===== src/rtl/byte_serial_adder_if.sv =====
// Handshake and operand/result bus for byte_serial_adder.
// master drives start/a/b/ci; slave returns busy/done/s/co.
interface byte_serial_adder_if #(
  parameter int NBYTES = 4
);
  localparam int W = 8 * NBYTES;

  logic         start;
  logic [W-1:0] a;
  logic [W-1:0] b;
  logic         ci;
  logic         busy;
  logic         done;
  logic [W-1:0] s;
  logic         co;

  modport master (
    output start, a, b, ci,
    input  busy, done, s, co
  );

  modport slave (
    input  start, a, b, ci,
    output busy, done, s, co
  );
endinterface


===== src/rtl/byte_serial_adder.sv =====
// Byte-serial W-bit adder: one add8 pass per clock, LSB byte first.
// Ports: clk, rst_n (sync, active low), bus (slave: start/a/b/ci in, busy/done/s/co out).
module add8 (
  input  logic [7:0] a_i,
  input  logic [7:0] b_i,
  input  logic       c_i,
  output logic [7:0] s_o,
  output logic       c_o
);
  assign {c_o, s_o} = {1'b0, a_i} + {1'b0, b_i} + {8'd0, c_i};
endmodule

module byte_serial_adder #(
  parameter int NBYTES = 4
) (
  input  logic                clk,
  input  logic                rst_n,
  byte_serial_adder_if.slave  bus
);
  localparam int W  = 8 * NBYTES;
  localparam int IW = (NBYTES > 1) ? $clog2(NBYTES) : 1;

  typedef enum logic [1:0] {
    IDLE,
    RUN,
    DONE
  } state_e;

  state_e state_q, state_d;
  logic   busy_q, busy_d;
  logic   done_q, done_d;

  logic [W-1:0]  a_sh_q;
  logic [W-1:0]  b_sh_q;
  logic [W-1:0]  sum_sh_q;
  logic          c_q;
  logic [IW-1:0] idx_q;
  logic [W-1:0]  s_q;
  logic          co_q;

  logic [7:0]   s8;
  logic         co8;
  logic         last;
  logic [W-1:0] sum_nxt;

  add8 u_add8 (
    .a_i (a_sh_q[7:0]),
    .b_i (b_sh_q[7:0]),
    .c_i (c_q),
    .s_o (s8),
    .c_o (co8)
  );

  assign last = (idx_q == IW'(NBYTES - 1));

  // Top-fed shift: after the final byte the full sum is aligned.
  assign sum_nxt = W'({s8, sum_sh_q} >> 8);

  always_ff @(posedge clk) begin
    if (!rst_n) begin
      state_q <= IDLE;
      busy_q  <= 1'b0;
      done_q  <= 1'b0;
    end else begin
      state_q <= state_d;
      busy_q  <= busy_d;
      done_q  <= done_d;
    end
  end

  always_comb begin
    state_d = state_q;
    unique case (state_q)
      IDLE:    if (bus.start) state_d = RUN;
      RUN:     if (last) state_d = DONE;
      DONE:    state_d = IDLE;
      default: state_d = IDLE;
    endcase
  end

  // busy/done are registered copies of the next state decode.
  always_comb begin
    busy_d = (state_d == RUN);
    done_d = (state_d == DONE);
  end

  always_ff @(posedge clk) begin
    if (!rst_n) begin
      a_sh_q   <= '0;
      b_sh_q   <= '0;
      sum_sh_q <= '0;
      c_q      <= 1'b0;
      idx_q    <= '0;
      s_q      <= '0;
      co_q     <= 1'b0;
    end else begin
      unique case (state_q)
        IDLE: begin
          if (bus.start) begin
            a_sh_q   <= bus.a;
            b_sh_q   <= bus.b;
            c_q      <= bus.ci;
            idx_q    <= '0;
            sum_sh_q <= '0;
          end
        end
        RUN: begin
          a_sh_q   <= a_sh_q >> 8;
          b_sh_q   <= b_sh_q >> 8;
          sum_sh_q <= sum_nxt;
          c_q      <= co8;
          idx_q    <= idx_q + IW'(1);
          if (last) begin
            s_q  <= sum_nxt;
            co_q <= co8;
          end
        end
        default: ;
      endcase
    end
  end

  assign bus.busy = busy_q;
  assign bus.done = done_q;
  assign bus.s    = s_q;
  assign bus.co   = co_q;
endmodule


===== src/flat_wrapper.sv =====
// flat-port wrapper written by rule: the top's interface ports become plain ports
module byte_serial_adder_flat 
#(
  parameter int NBYTES = 4
)
  (clk, rst_n, bus_start, bus_a, bus_b, bus_ci, bus_busy, bus_done, bus_s, bus_co);
  byte_serial_adder_if #(.NBYTES(NBYTES)) bus_i ();
  input  logic clk;
  input  logic rst_n;
  input wire logic [$bits(bus_i.start)-1:0] bus_start;
  input wire logic [$bits(bus_i.a)-1:0] bus_a;
  input wire logic [$bits(bus_i.b)-1:0] bus_b;
  input wire logic [$bits(bus_i.ci)-1:0] bus_ci;
  output wire logic [$bits(bus_i.busy)-1:0] bus_busy;
  output wire logic [$bits(bus_i.done)-1:0] bus_done;
  output wire logic [$bits(bus_i.s)-1:0] bus_s;
  output wire logic [$bits(bus_i.co)-1:0] bus_co;
  assign bus_i.start = bus_start;
  assign bus_i.a = bus_a;
  assign bus_i.b = bus_b;
  assign bus_i.ci = bus_ci;
  assign bus_busy = bus_i.busy;
  assign bus_done = bus_i.done;
  assign bus_s = bus_i.s;
  assign bus_co = bus_i.co;
  byte_serial_adder #(.NBYTES(NBYTES)) u_core (.clk(clk), .rst_n(rst_n), .bus(bus_i));
endmodule

===== config.mk =====
export PLATFORM = sky130hd
export DESIGN_NAME = byte_serial_adder_flat
export DESIGN_NICKNAME = d
export VERILOG_FILES = /design/src/rtl/byte_serial_adder_if.sv /design/src/rtl/byte_serial_adder.sv /design/src/flat_wrapper.sv
export SDC_FILE = /design/constraint.sdc
export NUM_CORES = 1
export LEC_CHECK = 0
export BUFFER_PORTS_ARGS = -buffer_cell sky130_fd_sc_hd__buf_2
export CAP_MARGIN = 20
export CORE_ASPECT_RATIO = 0.8
export CORE_MARGIN = 2
export CORE_UTILIZATION = 50
export CTS_CLUSTER_SIZE = 24
export DETAILED_ROUTE_END_ITERATION = 10
export PLACE_DENSITY = 0.72
export SLEW_MARGIN = 20
export SYNTH_ARGS = -nofsm -noshare
export SYNTH_HDL_FRONTEND = slang
export SYNTH_HIERARCHICAL = 1
export SYNTH_SLANG_ARGS = --single-unit
export TNS_END_PERCENT = 1

===== constraint.sdc =====
create_clock -name clk -period 2.2 [get_ports clk]
set_input_delay 0.44 -clock clk [delete_from_list [all_inputs] [get_ports clk]]
set_output_delay 0.44 -clock clk [all_outputs]
set_load 0.01 [all_outputs]

# After elaboration in Yosys (flattened, before gate mapping)

Cells that the tools add are included.

$add $sub $neg: 3
$mul: 0
Divide/modulo/power cells: 0
Magnitude comparators: 0
Eq/ne operators: 5
Shift operators: 0
Mux-type cells: 13
Bitwise gates (word level): 0
Reductions and logical operators: 4

Operators by type and width:

| cell                  | count |
|---|---|
| $pmux W32 S2          | 3 |
| $mux W32              | 3 |
| $add A8 B8 Y9         | 1 |
| $add A9 B1 Y9         | 1 |
| $pmux W2 S2           | 2 |
| $mux W2               | 3 |
| $eq A2 B1 Y1 const B  | 2 |
| $eq A2 B2 Y1 const B  | 2 |
| $reduce_and A2 Y1     | 2 |
| $add A2 B1 Y2 const B | 1 |
| $logic_not A2 Y1      | 1 |
| $ne A2 B2 Y1 const B  | 1 |
| $pmux W1 S2           | 1 |
| $reduce_bool A2 Y1    | 1 |
| $mux W1               | 1 |

Bits in registers: 136
Latch bits: 0
RAM bits: 0
Memory bits (read-only): 0
Input bits: 68
Output and inout bits: 35
Logic and storage cells: 35
Memories kept: 0

# Longest topological paths before layout

Gate-level depths: netlist (run 1).

Depth after elaboration: 4
Gate-level depth with buffers: 8

# By module

The synthesis (run 1) kept the hierarchy.

By module, submodules not included:

| module            | times used | cells an instance | area each (um^2) |
|---|---|---|---|
| byte_serial_adder | 1          | 518               | 5177.5 |
| add8              | 1          | 40                | 331.6 |

# Least setup slack after synthesis (run 1)

No wires, ideal clock.

Kind: reg2reg
Start: register u_core.a_sh_q[0]
End: register u_core.c_q
Library setup time: 0.116 ns
Arrival time: 1.884 ns
Data required time: 2.084 ns
Setup slack: 0.200 ns
Stages on the path, launching flop included: 9
Clock period less this slack: 2.000 ns
Path through: dfxtp_1 > fa_1 > fa_1 > a21oi_1 > o21a_1 > o21ai_0 > mux2i_1 > nand2_1 > o211a_1

Word-level cells in the longest chain between the ends: 3

RTL lines:

| what                   | line                     | source |
|---|---|---|
| from (decl)            | byte_serial_adder.sv:33  | `logic [W-1:0] a_sh_q;` |
| from (signal assigned) | byte_serial_adder.sv:100 | `a_sh_q <= bus.a;` |
| from (signal assigned) | byte_serial_adder.sv:108 | `a_sh_q <= a_sh_q >> 8;` |
| $add A8 B8 Y9          | byte_serial_adder.sv:10  | `assign {c_o, s_o} = {1'b0, a_i} + {1'b0, b_i} + {8'd0, c_i};` |
| $add A9 B1 Y9          | byte_serial_adder.sv:10  |  |
| net u_core.co8         | byte_serial_adder.sv:42  | `logic co8;` |
| $pmux W1 S2            | byte_serial_adder.sv:97  | `unique case (state_q)` |
| to (signal assigned)   | byte_serial_adder.sv:102 | `c_q <= bus.ci;` |
| to (signal assigned)   | byte_serial_adder.sv:111 | `c_q <= co8;` |
| to (decl)              | byte_serial_adder.sv:36  | `logic c_q;` |

The timed path passes the listed nets, and every way through them passes these cells.
A chain may end at the register's enable or synchronous reset.

# Worst setup path after layout (run 1)

Ends and elaborated chain as after synthesis.

==> results of run 1 <==
[cell usage after synthesis]
master	number
a21boi_0	33
a21o_1	2
a21oi_1	7
a21oi_2	1
a22oi_1	41
a311o_1	2
and2_1	3
and3_1	2
and3b_1	1
buf_2	16
buf_4	6
buf_6	7
clkbuf_1	16
clkbuf_2	1
dfxtp_1	128
fa_1	2
ha_1	8
inv_1	2
inv_2	1
mux2i_1	50
nand2_1	115
nand2b_1	3
nand3_1	2
nand3b_1	2
nand4_1	1
nor2b_1	43
nor3_1	1
nor3b_4	1
nor4_1	1
o211a_1	46
o211ai_1	1
o21a_1	1
o21ai_0	4
o21ba_1	1
o21bai_1	1
o21bai_2	1
o221a_2	1
xnor2_1	2
xor2_1	2
[state kept, by name (all words and copies together) (netlist names), 2 cells and up]
name,flops
u_core/a_sh_q,32
u_core/b_sh_q,32
u_core/bus.s,32
u_core/sum_sh_q,24
u_core/idx_q,2
u_core/state_q,2
[power groups by stage]
stage	Sequential, mW	Clock, mW	Combinational, mW
CTS	2.51	2.90	0.629
floorplan	2.53	0	0.479
global route	2.52	3.02	0.704
detailed placement	2.56	0	0.622
finish	2.51	2.85	0.631
global placement	2.56	0	0.608
[cells by family after synthesis]
family / after synthesis / share of synthesized area
buf+inv: 49 / 0.0509
simple gates: 175 / 0.149
compound gates: 142 / 0.212
xor+xnor: 4 / 0.00636
mux: 50 / 0.0908
fa+ha+maj: 10 / 0.0254
flops: 128 / 0.465
[layout make-up]
type | instances | area [µm²]
fill | 944 | 4140
timing repair buffer | 112 | 623
inverter | 3 | 11.3
sequential | 128 | 2560
clock inverter | 12 | 158
multi-input combinational | 381 | 2680
tap | 144 | 180
clock buffer | 20 | 447
[final timing paths]
check                                 startpoint                 to  cells past startpoint
worst max-delay path            u_core/a_sh_q[0]         u_core/c_q                      8
worst min-delay path                   bus_a[31]  u_core/a_sh_q[31]                      3
worst max register to register  u_core/a_sh_q[0]         u_core/c_q                      8
worst min register to register  u_core/bus.s[16]   u_core/bus.s[16]                      2
[layer usage]
metal	global-route usage	part of all wire
met5	0	0
met4	0.0645	0.0053
met3	0.0689	0.065
met2	0.325	0.46
met1	0.287	0.47
[stage by stage]
stage | instances | hold slack (ps) | area, µm² | utilization
after global placement | 768 | 450 | 6050 | 0.560
after global routing | 800 | 311 | 6660 | 0.617
after CTS | 800 | 291 | 6660 | 0.616
final | 800 | 301 | 6660 | 0.617
after floorplan | 558 | 441 | 5510 | -
after detailed placement | 768 | 455 | 6050 | 0.560
[timing repair]
action,4_1_cts,5_1_grt
hold buffers,0,0
endpoints found under the setup margin,1,1
setup buffers,0,0
resized for setup,1,2
[worst reg2reg max path, delay by kind of cell (launching register included)]
| kind | cells | cell delay, ps |
|---|---|---|
| AO/OA/AOI/OAI | 4 | 580 |
| flip-flops | 1 | 330 |
| AND/OR/NAND/NOR | 1 | 70 |
| adder cells (fa/ha/maj) | 2 | 780 |
| multiplexers | 1 | 170 |
==> out/qor.csv, run 1 <==
metric,value,unit
start_util,0.510,
critPathRequiredTime,2510,ps
final_common_cell,dfxtp_1,
power_frac_comb,0.105,
period_minus_slack,2040,ps
critical-path-max-stage-delay,410,ps
diodes,0,
synth_top_cells_by_area,"dfxtp_1 (47%), mux2i_1 (9.1%), o211a_1 (8.4%)",
ir_drop,0.000714,V
synth-seq-area-share,0.465,
numCtsBuffers,17,
hold_path_class,primary input to flop,
grt_pass1_wl,20100,µm
critPathCaptureType,flop,
leakagePower,3.14,nW
fin_ws,164,ps
nets,721,
place_congestion,0.801,
fin_crit_sh,0.925,
clk_pin_slew,60,ps
vias,4228,
synth_warnings,6,
insertion_delay,410,ps
worstPathCellList,fa_2 -> fa_2 -> a21oi_2 -> o21a_1 -> o21ai_0 -> mux2i_1 -> nand2_1 -> o211a_1,
max_freq,491,MHz
yosysTopAreaCellShare,0.465,
synth_top_cell_by_area,dfxtp_1,
syn_inst,558,
ant_nets,0,
drv_slew,0,
p_int,4.56,mW
drtIter0Drc,265,
finalHoldViolCount,0,
crit_fanout,2,
rows,34,
core-area,10800,µm²
routedWlPerCell,15.1,µm
slowest_stage,fa_2,
syn_area,5510,µm²
relSlewSlack,0.471,
fin_tns_setup,0,ps
route.detailed.drc,0,
avgSynthCellArea,9.87,µm²
ios,103,
power_frac_clock,0.476,
port_buffers,102,
netSwitchingPower,1.43,mW
h-tree-depth,4,
pre_cts_ws,14.4,ps
seqPwrFrac,0.419,
cp-start-kind,flop,
cp.buffers_inverters,0,
dieArea,11900,µm²
finalSetupViolCount,0,
dp_hpwl,8250,µm
final.setup_skew,8.93,ps
grt_pass1_vias,4191,
drive_above_1_share,0.232,
cts_buffer_depth,2,
cpLargestDelayFamily,adder cells,
syn_nets,636,
rsz0062_at_grt,no,
die_w,121,µm
grt_util_all_layers,0.213,
switching_share,0.239,
reg2reg_slack,160,ps
timing.critical_path.mode_cell,fa_2,
design_power_total,5.99,mW
yosysUniqueCellTypes,39,
cts_tree,done,
grt_max_degree,129,
die_y,97.9,µm
wl,12100,µm
layout_common_cells,"dfxtp_1 (127), nand2_1 (115), buf_2 (102)",
grt_remaining_overflow,0,
synth_seq_cells,128,
area_growth,21.0,%
cts_root_buf,clkbuf_16,
outcome,finished clean,
cts.sinks,128,
first_pass_iters,6,
routed_via_density,5.29,
worstMarginPinSlew,792,ps
power_density,900,nW/µm²
max_cap_violations,0,
critPathArrivalTime,2340,ps
antenna_found_initial,0,
path_class,flop to flop,
No activity file was read; power rests on OpenSTA's default activity.
==> run 2: changes to the inputs <==
- RECOVER_POWER: default -> 25
==> run 2 against run 1 <==
Register-to-register slack is essentially flat; highest routed layer unchanged; largest power group unchanged; power shrank 0.25%; sequential share of layout area grew 0.30 points; final area shrank 0.83%; via count grew 0.28%; maximum frequency shrank 0.27%; die area is the same; final cell count is the same.
==> out/qor.csv, run 2 (synthesized netlist as in run 1, its figures left out) <==
metric,value,unit,change
final.fill_count,950,,was 944
dp_hpwl,8250,µm,unchanged
cp.buffers_inverters,0,,unchanged
critPathArrivalTime,2340,ps,about the same
dp_cells,768,,unchanged
grt_remaining_overflow,0,,unchanged
rows,34,,unchanged
slowest_stage,fa_2,,unchanged
seqPwrFrac,0.420,,was 0.419
wl,12100,µm,about the same
fin_crit_sh,0.928,,was 0.925
layout_common_cells,"dfxtp_1 (128), nand2_1 (115), buf_2 (67)",,"was dfxtp_1 (127), nand2_1 (115), buf_2 (102)"
insertion_delay,410,ps,about the same
design_power_total,5.98,mW,was 5.99 mW
grt_util_all_layers,0.213,,unchanged
switching_share,0.238,,was 0.239
critical-path-max-stage-delay,410,ps,about the same
diodes,0,,unchanged
period_minus_slack,2040,ps,about the same
die_w,121,µm,unchanged
max_cap_violations,0,,unchanged
core-area,10800,µm²,unchanged
nets,721,,unchanged
critPathRequiredTime,2500,ps,was 2510 ps
route.detailed.drc,0,,unchanged
max_freq,490,MHz,was 491 MHz
p_int,4.56,mW,about the same
grt_pass1_vias,4191,,unchanged
relSlewSlack,0.414,,was 0.471
worstPathCellList,fa_2 -> fa_2 -> a21oi_2 -> o21a_1 -> o21ai_0 -> mux2i_1 -> nand2_1 -> o211a_1,,unchanged
outcome,finished clean,,unchanged
finalHoldViolCount,0,,unchanged
finalSetupViolCount,0,,unchanged
drtIter0Drc,268,,was 265
dieArea,11900,µm²,unchanged
grt_max_degree,129,,unchanged
cts_root_buf,clkbuf_16,,unchanged
ir_drop,0.000714,V,about the same
netSwitchingPower,1.42,mW,was 1.43 mW
vias,4240,,"was 4,228"
final.setup_skew,9.25,ps,was 8.93 ps
die_y,97.9,µm,unchanged
h-tree-depth,4,,unchanged
antenna_found_initial,0,,unchanged
routed_via_density,5.30,,was 5.29
finalNonFillerCells,800,,unchanged
power_frac_clock,0.475,,was 0.476
power_frac_comb,0.105,,about the same
start_util,0.510,,unchanged
power_density,905,nW/µm²,was 900 nW/µm²
cts_buffer_depth,2,,unchanged
final_common_cell,dfxtp_1,,unchanged
routedWlPerCell,15.1,µm,about the same
path_class,flop to flop,,unchanged
place_congestion,0.801,,unchanged
fin_tns_setup,0,ps,unchanged
hold_path_class,primary input to flop,,unchanged
ios,103,,unchanged
area_growth,20.0,%,was 21.0%
clk_pin_slew,60,ps,about the same
numCtsBuffers,17,,unchanged
critPathCaptureType,flop,,unchanged
cpLargestDelayFamily,adder cells,,unchanged
first_pass_iters,5,,was 6
leakagePower,2.98,nW,was 3.14 nW
port_buffers,102,,unchanged
timing.critical_path.mode_cell,fa_2,,unchanged
grt_pass1_wl,20100,µm,unchanged
crit_fanout,2,,unchanged
rsz0062_at_grt,no,,unchanged
drive_above_1_share,0.174,,was 0.232
cts_tree,done,,unchanged
drv_slew,0,,unchanged
worstMarginPinSlew,877,ps,was 792 ps
cp-start-kind,flop,,unchanged
ant_nets,0,,unchanged
cts.sinks,128,,unchanged
[run 2: worst paths after layout]
| kind | from | endpoint | slack (ps) | depth (start not counted) |
|---|---|---|---|---|
| min reg2reg | u_core/bus.s[16] | u_core/bus.s[16] | 460 | 2 |
| max | u_core/a_sh_q[0] | u_core/c_q | 160 | 8 |
| min | bus_a[31] | u_core/a_sh_q[31] | 310 | 3 |
| max reg2reg | u_core/a_sh_q[0] | u_core/c_q | 160 | 8 |
[run 2: repair_timing]
item / in CTS / in global routing
hold buffers: 0 / 0
resized for setup: 1 / 2
endpoints found under the setup margin: 1 / 1
buffers inserted: 0 / 0
[run 2: power by group through the flow]
| stage | clock (mW) | combinational, mW | sequential (mW) |
|---|---|---|---|
| 3_3_place_gp | 0 | 0.608 | 2.56 |
| 4_1_cts | 2.90 | 0.629 | 2.51 |
| 3_5_place_dp | 0 | 0.622 | 2.56 |
| 6_report | 2.84 | 0.629 | 2.51 |
| 2_1_floorplan | 0 | 0.479 | 2.53 |
| 5_1_grt | 3.02 | 0.702 | 2.52 |
[run 2: per-stage QoR]
stage,hold WS (ps),setup slack (ps),area [µm²],utilization
3_3_place_gp,450,82.1,6050,0.560
5_1_grt,311,72.7,6610,0.612
2_1_floorplan,441,200,5510,-
6_report,305,159,6610,0.612
3_5_place_dp,455,14.4,6050,0.560
4_1_cts,291,24.7,6660,0.616
[run 2: area by class of cell]
class | instances | area [µm²] | area share
inverter | 3 | 11.3 | 0.00170
multi-input combinational | 381 | 2670 | 0.404
clock buffer | 20 | 447 | 0.0676
clock inverter | 12 | 158 | 0.0239
timing repair buffer | 112 | 579 | 0.0877
tap | 144 | 180 | 0.0273
sequential | 128 | 2560 | 0.388
[run 2: layer usage]
layer / GRT usage / part of all wire / up-vias
met1: 0.287 / 0.47 / 2005
met3: 0.0689 / 0.074 / 4
met5: 0 / 0 / -
met2: 0.325 / 0.45 / 92
li1: - / - / 2139
met4: 0.0645 / 0.0036 / 0
[run 2: worst reg2reg max path, stage by stage (launching register included)]
cell and delay (ps):
dfxtp_1 330, fa_2 410, fa_2 370, a21oi_2 170, o21a_1 160, o21ai_0 130
mux2i_1 170, nand2_1 70, o211a_1 120
==> run 3: changes to the inputs <==
- CORE_UTILIZATION: 50 -> 55
- PLACE_DENSITY: 0.72 -> 0.78
==> run 3 against run 2 <==
Clock-buffer cell count rose by 3; final area rose by 1.6%; via count rose by 1.8%; global-route usage increased by 3.2 points; sequential power about the same; wire length grew 3.9%; highest routed layer is now met5; clock power up 14%; hold slack got worse by 1.0 ps; worst setup slack got worse by 19 ps; first-iteration DRC count up 11%; non-clock buffer count increased by 3; critical path depth down 4; largest cell class unchanged; largest power group unchanged.
==> out/qor.csv, run 3 (synthesized netlist as in run 1, its figures left out) <==
metric,value,unit,change
critPathArrivalTime,2350,ps,was 2340 ps
cts_buffer_depth,2,,unchanged
period_minus_slack,2060,ps,was 2040 ps
fin_crit_sh,0.937,,was 0.928
ant_nets,0,,unchanged
power_frac_clock,0.506,,was 0.475
ir_drop,0.000802,V,was 0.000714 V
grtUsageMet1,0.315,,was 0.287
crit_fanout,48,,was 2
ctsResizeCount,0,,was 1
max_freq,485,MHz,was 490 MHz
worstMarginPinSlew,907,ps,was 877 ps
max_cap_violations,0,,unchanged
area_growth,21.9,%,was 20.0%
p_int,4.99,mW,was 4.56 mW
drive_above_1_share,0.181,,was 0.174
power_frac_comb,0.099,,was 0.105
insertion_delay,410,ps,about the same
critPathRequiredTime,2490,ps,was 2500 ps
whs,304,ps,was 305 ps
grt_pass1_vias,4290,,"was 4,191"
cts-hold-fix-buffers,0,,unchanged
grt_max_degree,50,,was 129
die_y,93.5,µm,was 97.9 µm
design_power_total,6.39,mW,was 5.98 mW
leakagePower,3.04,nW,was 2.98 nW
routed_via_density,5.43,,was 5.30
nets,724,,was 721
switching_share,0.219,,was 0.238
drtIter0Drc,297,,was 268
wl,12600,µm,"was 12,100 µm"
die_w,116,µm,was 121 µm
met3_usage,0.0849,,was 0.0689
outcome,finished clean,,unchanged
grt_util_all_layers,0.245,,was 0.213
routedWlPerCell,15.8,µm,was 15.1 µm
cts_root_buf,clkbuf_16,,unchanged
seqPwrFrac,0.395,,was 0.420
rsz0062_at_grt,no,,unchanged
grt_remaining_overflow,0,,unchanged
port_buffers,102,,unchanged
start_util,0.569,,was 0.510
path_class,flop to flop,,unchanged
dieArea,10800,µm²,"was 11,900 µm²"
cts_tree,done,,unchanged
postCtsSetupRepairBufs,0,,unchanged
h-tree-depth,4,,unchanged
ios,103,,unchanged
numCtsBuffers,17,,unchanged
layout_common_cells,"dfxtp_1 (128), nand2_1 (115), buf_2 (67)",,unchanged
first_pass_iters,5,,unchanged
final_common_cell,dfxtp_1,,unchanged
route.detailed.drc,0,,unchanged
finalSetupViolCount,0,,unchanged
finalHoldViolCount,0,,unchanged
fin_tns_setup,0,ps,unchanged
final.setup_skew,6.48,ps,was 9.25 ps
place_congestion,0.819,,was 0.801
netSwitchingPower,1.40,mW,was 1.42 mW
rows,32,,was 34
grt_pass1_wl,20400,µm,"was 20,100 µm"
grtUsageMet2,0.383,,was 0.325
diodes,0,,unchanged
power_density,952,nW/µm²,was 905 nW/µm²
hold_path_class,primary input to flop,,unchanged
drv_slew,0,,unchanged
dp_hpwl,8450,µm,was 8250 µm
gr-max-usage-layer,met2,,unchanged
core-area,9690,µm²,"was 10,800 µm²"
clk_pin_slew,60,ps,about the same
critPathCaptureType,flop,,unchanged
cp-start-kind,flop,,unchanged
vias,4318,,"was 4,240"
antenna_found_initial,1,,was 0
relSlewSlack,0.395,,was 0.414
cts.sinks,128,,unchanged
-- run 3: per-layer routing --
layer / part of all wire / routed length [µm]
met1: 0.46 / 5820
met2: 0.45 / 5710
met3: 0.070 / 880
met4: 0.012 / 157
met5: 0.0010 / 13
-- run 3: through the flow --
stage	cells	setup WS, ps	utilization	cell area (µm²)
after floorplan	558	200	-	5510
after global placement	763	107	0.626	6060
after detailed placement	763	48.3	0.626	6060
after CTS	795	25.2	0.697	6750
after global routing	795	28.4	0.693	6710
final	795	139	0.693	6710
-- run 3: final timing paths --
| check | start | to | slack (ps) | cells past startpoint |
|---|---|---|---|---|
| worst max register to register | u_core/state_q[0] | u_core/a_sh_q[13] | 140 | 4 |
| worst min-delay path | bus_a[25] | u_core/a_sh_q[25] | 300 | 3 |
| worst max-delay path | u_core/state_q[0] | u_core/a_sh_q[13] | 140 | 4 |
| worst min register to register | u_core/bus.s[9] | u_core/bus.s[9] | 460 | 2 |
-- run 3: worst max-delay path: stages, from the launching register on --
cell and delay [ps]:
dfxtp_1 910, o21ba_4 500, buf_12 270, nand2_1 100, o211a_1 140
-- run 3: cell type report --
type	count	area (µm²)
fill	780	2980
clock buffer	23	488
inverter	3	11.3
tap	136	170
clock inverter	9	201
multi-input combinational	381	2680
timing repair buffer	115	599
sequential	128	2560
-- run 3: power groups by stage --
stage | Combinational, mW | Sequential (mW) | Clock (mW)
2_1_floorplan | 0.479 | 2.53 | 0
3_3_place_gp | 0.600 | 2.56 | 0
3_5_place_dp | 0.620 | 2.57 | 0
4_1_cts | 0.628 | 2.52 | 3.26
5_1_grt | 0.699 | 2.54 | 3.38
6_report | 0.633 | 2.52 | 3.23
